===== src/rtl/systolic_tile_ctrl.sv =====
// rtl/systolic_tile_ctrl.sv - load/compute/drain sequencer for a ROWS x COLS output-stationary systolic tile
// Optional compute stall on data_valid low: define SYSTOLIC_CTRL_STALL_EN.
module systolic_tile_ctrl #(
  parameter int ROWS  = 4,
  parameter int COLS  = 4,
  parameter int K_MAX = 16,
  parameter int CW    = $clog2(K_MAX + ROWS + COLS) + 1
) (
  input  logic            clk,
  input  logic            rst_n,
  input  logic            start,
  input  logic [CW-1:0]   k_len,
  input  logic            data_valid,
  output logic            read_data,
  output logic [ROWS-1:0] in_valid_A,
  output logic [COLS-1:0] in_valid_B,
  output logic [ROWS-1:0] mux_select,
  output logic            busy,
  output logic            done
);

  typedef enum logic [1:0] {
    S_IDLE    = 2'd0,
    S_LOAD    = 2'd1,
    S_COMPUTE = 2'd2,
    S_DONE    = 2'd3
  } state_t;

  state_t        state_q, state_d;
  logic [CW-1:0] k_q, k_d;
  logic [CW-1:0] ld_cnt_q, ld_cnt_d;
  logic [CW-1:0] t_q, t_d;
  logic [CW-1:0] t_last;
  logic          advance;

  // Wavefront reaches the far corner PE at t = K + ROWS + COLS - 2.
  assign t_last = k_q + CW'(ROWS + COLS - 2);

`ifdef SYSTOLIC_CTRL_STALL_EN
  assign advance = data_valid;
`else
  assign advance = 1'b1;
`endif

  always_ff @(posedge clk or negedge rst_n) begin
    if (!rst_n) begin
      state_q  <= S_IDLE;
      k_q      <= '0;
      ld_cnt_q <= '0;
      t_q      <= '0;
    end else begin
      state_q  <= state_d;
      k_q      <= k_d;
      ld_cnt_q <= ld_cnt_d;
      t_q      <= t_d;
    end
  end

  always_comb begin
    state_d  = state_q;
    k_d      = k_q;
    ld_cnt_d = ld_cnt_q;
    t_d      = t_q;
    case (state_q)
      S_IDLE: begin
        if (start && (k_len != '0)) begin
          k_d      = (k_len > CW'(K_MAX)) ? CW'(K_MAX) : k_len;
          ld_cnt_d = '0;
          t_d      = '0;
          state_d  = S_LOAD;
        end
      end
      S_LOAD: begin
        if (data_valid) begin
          ld_cnt_d = ld_cnt_q + CW'(1);
          if (ld_cnt_d == k_q) begin
            state_d = S_COMPUTE;
            t_d     = '0;
          end
        end
      end
      S_COMPUTE: begin
        if (advance) begin
          if (t_q == t_last) state_d = S_DONE;
          else               t_d     = t_q + CW'(1);
        end
      end
      S_DONE:  state_d = S_IDLE;
      default: state_d = S_IDLE;
    endcase
  end

  always_comb begin
    read_data  = (state_q == S_LOAD);
    busy       = (state_q != S_IDLE);
    done       = (state_q == S_DONE);
    in_valid_A = '0;
    in_valid_B = '0;
    mux_select = '0;
    if (state_q == S_COMPUTE) begin
      for (int i = 0; i < ROWS; i++) begin
        in_valid_A[i]          = advance && (t_q >= CW'(i)) && (t_q < CW'(i) + k_q);
        mux_select[ROWS-1-i]   = (t_q >= CW'(i));
      end
      for (int j = 0; j < COLS; j++) begin
        in_valid_B[j] = advance && (t_q >= CW'(j)) && (t_q < CW'(j) + k_q);
      end
    end
  end

endmodule


===== config.mk =====
export PLATFORM = sky130hd
export DESIGN_NAME = systolic_tile_ctrl
export DESIGN_NICKNAME = d
export VERILOG_FILES = /design/src/rtl/systolic_tile_ctrl.sv
export SDC_FILE = /design/constraint.sdc
export NUM_CORES = 1
export LEC_CHECK = 0
export BUFFER_PORTS_ARGS = -buffer_cell sky130_fd_sc_hd__buf_2
export CAP_MARGIN = 10
export CORE_ASPECT_RATIO = 0.75
export CORE_MARGIN = 2
export CORE_UTILIZATION = 50
export CTS_BUF_LIST = sky130_fd_sc_hd__clkbuf_8
export DETAILED_ROUTE_END_ITERATION = 10
export HOLD_SLACK_MARGIN = 0.05
export PLACE_DENSITY = 0.73
export RECOVER_POWER = 100
export REMOVE_ABC_BUFFERS = 1
export SLEW_MARGIN = 20
export SYNTH_ARGS = -nofsm -noshare
export SYNTH_HDL_FRONTEND = slang
export SYNTH_SLANG_ARGS = --single-unit

===== constraint.sdc =====
create_clock -name clk -period 2.7 [get_ports clk]
set_clock_uncertainty 0.2 [all_clocks]
set_input_delay 0 -clock clk [delete_from_list [all_inputs] [get_ports clk]]
set_output_delay 0 -clock clk [all_outputs]
set_load 0.03 [all_outputs]

# Yosys cells after proc, flatten, opt, wreduce, memory -nomap -nowiden
# Index checks and enable logic that the tools add are counted.
[classes] addsub=6 n_eq_ne=10 muxes=15 n_reduce_logical=14 order_cmp=9
[ops] cell="$mux W6" count=6
[ops] cell="$lt A6 B6 Y1" count=4
[ops] cell="$pmux W6 S3" count=1
[ops] cell="$add A2 B6 Y6 const A" count=2
[ops] cell="$add A6 B1 Y6 const B" count=2
[ops] cell="$eq A6 B6 Y1" count=2
[ops] cell="$ge A6 B1 Y1 const B" count=2
[ops] cell="$ge A6 B2 Y1 const B" count=2
[ops] cell="$pmux W6 S2" count=1
[ops] cell="$mux W2" count=4
[ops] cell="$mux W4" count=2
[ops] cell="$ne A2 B2 Y1 const B" count=4
[ops] cell="$pmux W2 S4" count=1
[ops] cell="$add A1 B6 Y6 const A" count=1
[ops] cell="$add A6 B3 Y6 const B" count=1
[ops] cell="$gt A6 B5 Y1 const B" count=1
[ops] cell="$reduce_bool A6 Y1" count=1
[ops] cell="$logic_and A1 B1 Y1" count=5
[ops] cell="$reduce_and A5 Y1" count=1
[ops] cell="$eq A2 B2 Y1 const B" count=2
[ops] cell="$reduce_and A4 Y1" count=1
[ops] cell="$reduce_bool A2 Y1" count=2
[ops] cell="$reduce_and A3 Y1" count=1
[ops] cell="$reduce_bool A3 Y1" count=1
[ops] cell="other kinds (4)" count=4
[word_totals] output_inout_bits=15 reg_bits=20

# Longest topological paths before layout
[depth] depth_word=5 ltp_mapped=11

# Least setup slack after synthesis
# No wires, ideal clock.
[synth_timing] path_type="register to output" start="reg k_q[1]" end="out in_valid_B[3]" arrival_time_ns=3.803 path_buffers=1 slack_ns=-1.303 path_stages_with_launch=11 required_time_ns=2.500 path_cell_list="dfrtp_1 -> inv_1 -> ha_1 -> ha_1 -> nor2b_1 -> o21a_1 -> o21a_1 -> o21ai_0 -> nand2b_1 -> a2111oi_0 -> buf_4"
[synth_via] elab_chain_cells=4
[synth_rtl] item="start, declared" line_no="30" rtl="logic [CW-1:0] k_q, k_d;"
[synth_rtl] item="start signal, assigned" line_no="53" rtl="k_q <= k_d;"
[synth_rtl] item="$add A2 B6 Y6"
[synth_rtl] item="$lt A6 B6 Y1"
[synth_rtl] item="$logic_and A1 B1 Y1"
[synth_rtl] item="$mux W4"
[synth_rtl] item="end, declared" line_no="16" rtl="output logic [COLS-1:0] in_valid_B,"
# Every way passes these cells.

# Worst setup path in the final report
[layout_timing] start="reg k_q[1]" end="out in_valid_B[3]"
[layout_via] elab_chain_cells=4
[layout_rtl] item="$add A2 B6 Y6" line_no="106" rtl="in_valid_B[j] = advance && (t_q >= CW'(j)) && (t_q < CW'(j) + k_q);"
[layout_rtl] item="$lt A6 B6 Y1" line_no="106"
[layout_rtl] item="$logic_and A1 B1 Y1" line_no="106"
[layout_rtl] item="$mux W4" line_no="100" rtl="if (state_q == S_COMPUTE) begin"
# Every way passes these cells.

==> flow_metrics.py <==
metrics = {
    "worst_setup_path": {
        "cp_num_buf_inv": 2,
        "slowest_delay_ns": 0.43,
        "path_class": "reg2out",
        "end_kind": "output pin",
        "cp.arrival_ns": 2.59,
        "worst_ep_required_time_ns": 2.50,
        "slowest_stage": "a2111oi_4",
        "cp_cell_sequence": "inv_2 -> ha_4 -> ha_4 -> nor2b_4 -> o21a_1 -> o21a_1 -> o21ai_1 -> nand2b_1 -> a2111oi_4 -> buf_4",
        "path_delay_family": "compound AO/OA/AOI/OAI gates",
        "cp_max_fo": 3,
        "ff2ff_setup_slack_ns": 0.15,
        "start_kind": "flip-flop",
    },
    "logic_synthesis": {
        "synth_top_family_by_area": "adder cells",
        "netlist_area_mm2": 0.00210,
        "async_reset_ff_share_pct": 100,
        "synth_compound_area_share_pct": 19.3,
        "synth-adder-area-share_pct": 21.4,
        "ys_types": 52,
        "synth-seq-cells": 20,
        "synth_edf_count": 0,
        "synth-xor-area-share_pct": 9.10,
        "synth-simple-area-share_pct": 19.1,
        "syn_inst": 243,
        "synth_mux_area_share_pct": 1.01,
        "syn_avg_cell_area_um2": 8.66,
        "yosysWarningCount": 0,
        "synthFlopType": "dfrtp_1",
        "ys_seq_area_share_pct": 23.8,
    },
    "detailed_routing": {
        "wire_per_inst_um": 14.9,
        "vias": 1906,
        "drc": 0,
        "antenna_left": 0,
        "wl_um": 5200,
        "detail_route.first_pass.iterations": 4,
        "vias_per_cell": 5.46,
        "drt-initial-drc-count": 102,
    },
    "cts": {
        "h-tree-depth": 1,
        "clk_path_buf_depth": 2,
        "root_buffer": "clkbuf_8",
        "numCtsBuffers": 3,
        "cts_tree": "done",
        "clkSlewWorstSetupHoldPaths_ns": 0.07,
        "clock_sinks": 20,
        "clk_latency_ns": 0.26,
    },
    "outcome": {
        "violations": "setup timing",
        "status": "finished with violations",
    },
    "cells_and_area": {
        "num_antenna_cells": 0,
        "final_cell_count_no_fill": 349,
        "area_delta_synth_final_pct": 29.7,
        "drive_gt1_share_pct": 24.8,
        "final_nets": 341,
    },
    "timing": {
        "slew_violations": 0,
        "max_freq_mhz": 359,
        "fin_crit_sh_pct": 103,
        "finalWorstSetupSlack_ns": -0.0852,
        "hold_viol": 0,
        "slew_headroom_pct": 37.0,
        "fin_crit_ns": 2.79,
        "finalSetupViolCount": 2,
        "rsz0062_at_grt": "true",
        "worst_pin_slew_ns": 0.942,
    },
    "placed_design": {
        "placed_cells_incl_taps": 326,
        "gp_congestion": 0.886,
        "portBuffers": 24,
        "dpl_worst_slack_ns": 0.0380,
        "dp_hpwl_um": 3680,
    },
    "floorplan": {
        "die-area_mm2": 0.00475,
        "fp-row-count": 20,
        "start_util_pct": 51.9,
        "top_level_ports": 25,
        "die_x_um": 78.9,
        "core_area_mm2": 0.00405,
        "die_height_um": 60.2,
    },
    "power_and_ir_drop": {
        "power.total_mw": 2.71,
        "ir_drop_uv": 401,
        "p_leak_nw": 1.23,
        "power_density_mw_per_mm2": 992,
    },
    "global_route": {
        "grt-ovfl-total": 0,
        "grt_pass1_vias": 1719,
        "grt_max_degree": 21,
        "grt_usage_pct": 22.2,
        "grt_pass1_wl_um": 8270,
        "antenna_found_initial": 0,
    },
    "min_path": {
        "hold_class": "in2reg",
    },
    "flow_run": {
        "drv_cap": 0,
    },
}
## cell type report
cell class | instances | area (um2)
Multi-Input combinational cell | 196 | 1590
Clock buffer | 4 | 55.1
Fill cell | 333 | 1330
Inverter | 16 | 60.1
Tap cell | 55 | 68.8
Timing Repair Buffer | 58 | 450
Sequential cell | 20 | 502
## per-stage QoR
stage / instance area, um2 / hold WS [ns] / TNS [ns] / utilization [%]
6_report: 2730 / 0.299 / -0.125 / 67.3
5_1_grt: 2730 / 0.402 / -0.336 / 67.3
4_1_cts: 2580 / 0.288 / 0 / 63.5
3_5_place_dp: 2330 / -0.217 / 0 / 57.5
3_3_place_gp: 2330 / -0.227 / 0 / 57.5
2_1_floorplan: 2030 / -0.496 / -5.15 / -
## worst register-to-register path: stages (launching register included)
cell and delay, ns:
dfrtp_2 0.45, inv_1 0.18, ha_4 0.17, nand2b_1 0.07
a31o_2 0.25, o211ai_1 0.36, buf_4 0.23, or4b_1 0.44
o311ai_1 0.10
## per-layer routing
metal | up-vias | global-route usage, % | part of all wire, %
li1 | 969 | - | -
met2 | 56 | 36.6 | 46
met3 | 4 | 4.38 | 6.1
met1 | 877 | 31.3 | 48
met5 | - | 0 | 0
met4 | 0 | 2.96 | 0.75
## cell families (layout without fill, tap and decap cells)
group / Yosys count / in the layout
AO/OA/AOI/OAI: 61 / 61
XOR/XNOR: 21 / 21
adder cells (fa/ha/maj): 36 / 36
buffers and inverters: 27 / 78
flip-flops: 20 / 20
multiplexers: 2 / 2
AND/OR/NAND/NOR: 76 / 76
## layout by cell type (no fill, tap or decap), types with 2 or more instances in the layout
cell           netlist  final
ha_1                36     31
nand2_1             24     24
buf_4                5     22
dfrtp_1             20     19
o21ai_0             20     16
xnor2_1             15     15
inv_1               16     14
dlygate4sd3_1        0     14
buf_2                4     14
nand3_1             10     10
nor2_1               9      9
nand2b_1             8      8
o21a_1               7      7
a21oi_1             10      7
buf_6                1      6
xor2_1               5      5
nor3_1               4      4
o21ai_1              1      4
ha_4                 0      4
clkbuf_8             0      4
a21oi_2              0      3
nor2b_1              4      3
nand4_1              3      3
or4_1                2      2
o21bai_1             2      2
a21o_1               2      2
and3b_2              0      2
inv_2                0      2
a211oi_2             1      2
o211ai_1             2      2
o41ai_1              2      2
clkbuf_1             1      2
## synth_stat cells (all sizes together), types with 3 or more instances
| cell | number | share of area, % |
|---|---|---|
| ha | 36 | 21 |
| dfrtp | 20 | 24 |
| buf | 10 | 3.3 |
| xor2 | 6 | 2.9 |
| nand4 | 3 | 0.89 |
| a21oi | 10 | 2.4 |
| a21o | 3 | 1.1 |
| o21a | 7 | 2.5 |
| inv | 16 | 2.9 |
| o21ai | 21 | 5.0 |
| nand3 | 10 | 2.4 |
| nor2b | 4 | 1.2 |
| nand2b | 8 | 2.4 |
| nor2 | 9 | 1.6 |
| nand2 | 24 | 4.3 |
| nor3 | 4 | 0.95 |
| xnor2 | 15 | 6.2 |
## timing repair
item                                    4_1_cts  5_1_grt
hold buffers                                 14        0
resized for setup                            10       37
endpoints found under the setup margin        4       15
pin swaps                                     1       15
endpoints found under the hold margin        29        0
buffers inserted                              1        5
## report_power, final
group / total, mW / switching, mW / internal [mW]
Combinational: 1.98 / 1.08 / 0.892
Clock: 0.230 / 0.101 / 0.130
Sequential: 0.499 / 0.113 / 0.386
## state kept, by name, summed over array words and instances (netlist names)
register  cells
ld_cnt_q      6
k_q           6
state_q       2
t_q           6
## final timing paths
kind / end / cells after the start / start
setup / recovery: in_valid_B[3] / 10 / k_q[1]
hold / removal: k_q[5] / 4 / k_len[5]
setup reg to reg: t_q[0] / 8 / k_q[2]
hold reg to reg: ld_cnt_q[1] / 2 / ld_cnt_q[1]
max in group asynchronous: k_q[2] / 3 / rst_n
min in group asynchronous: t_q[0] / 3 / rst_n
Note: power is estimated with default switching activity, not from simulation.
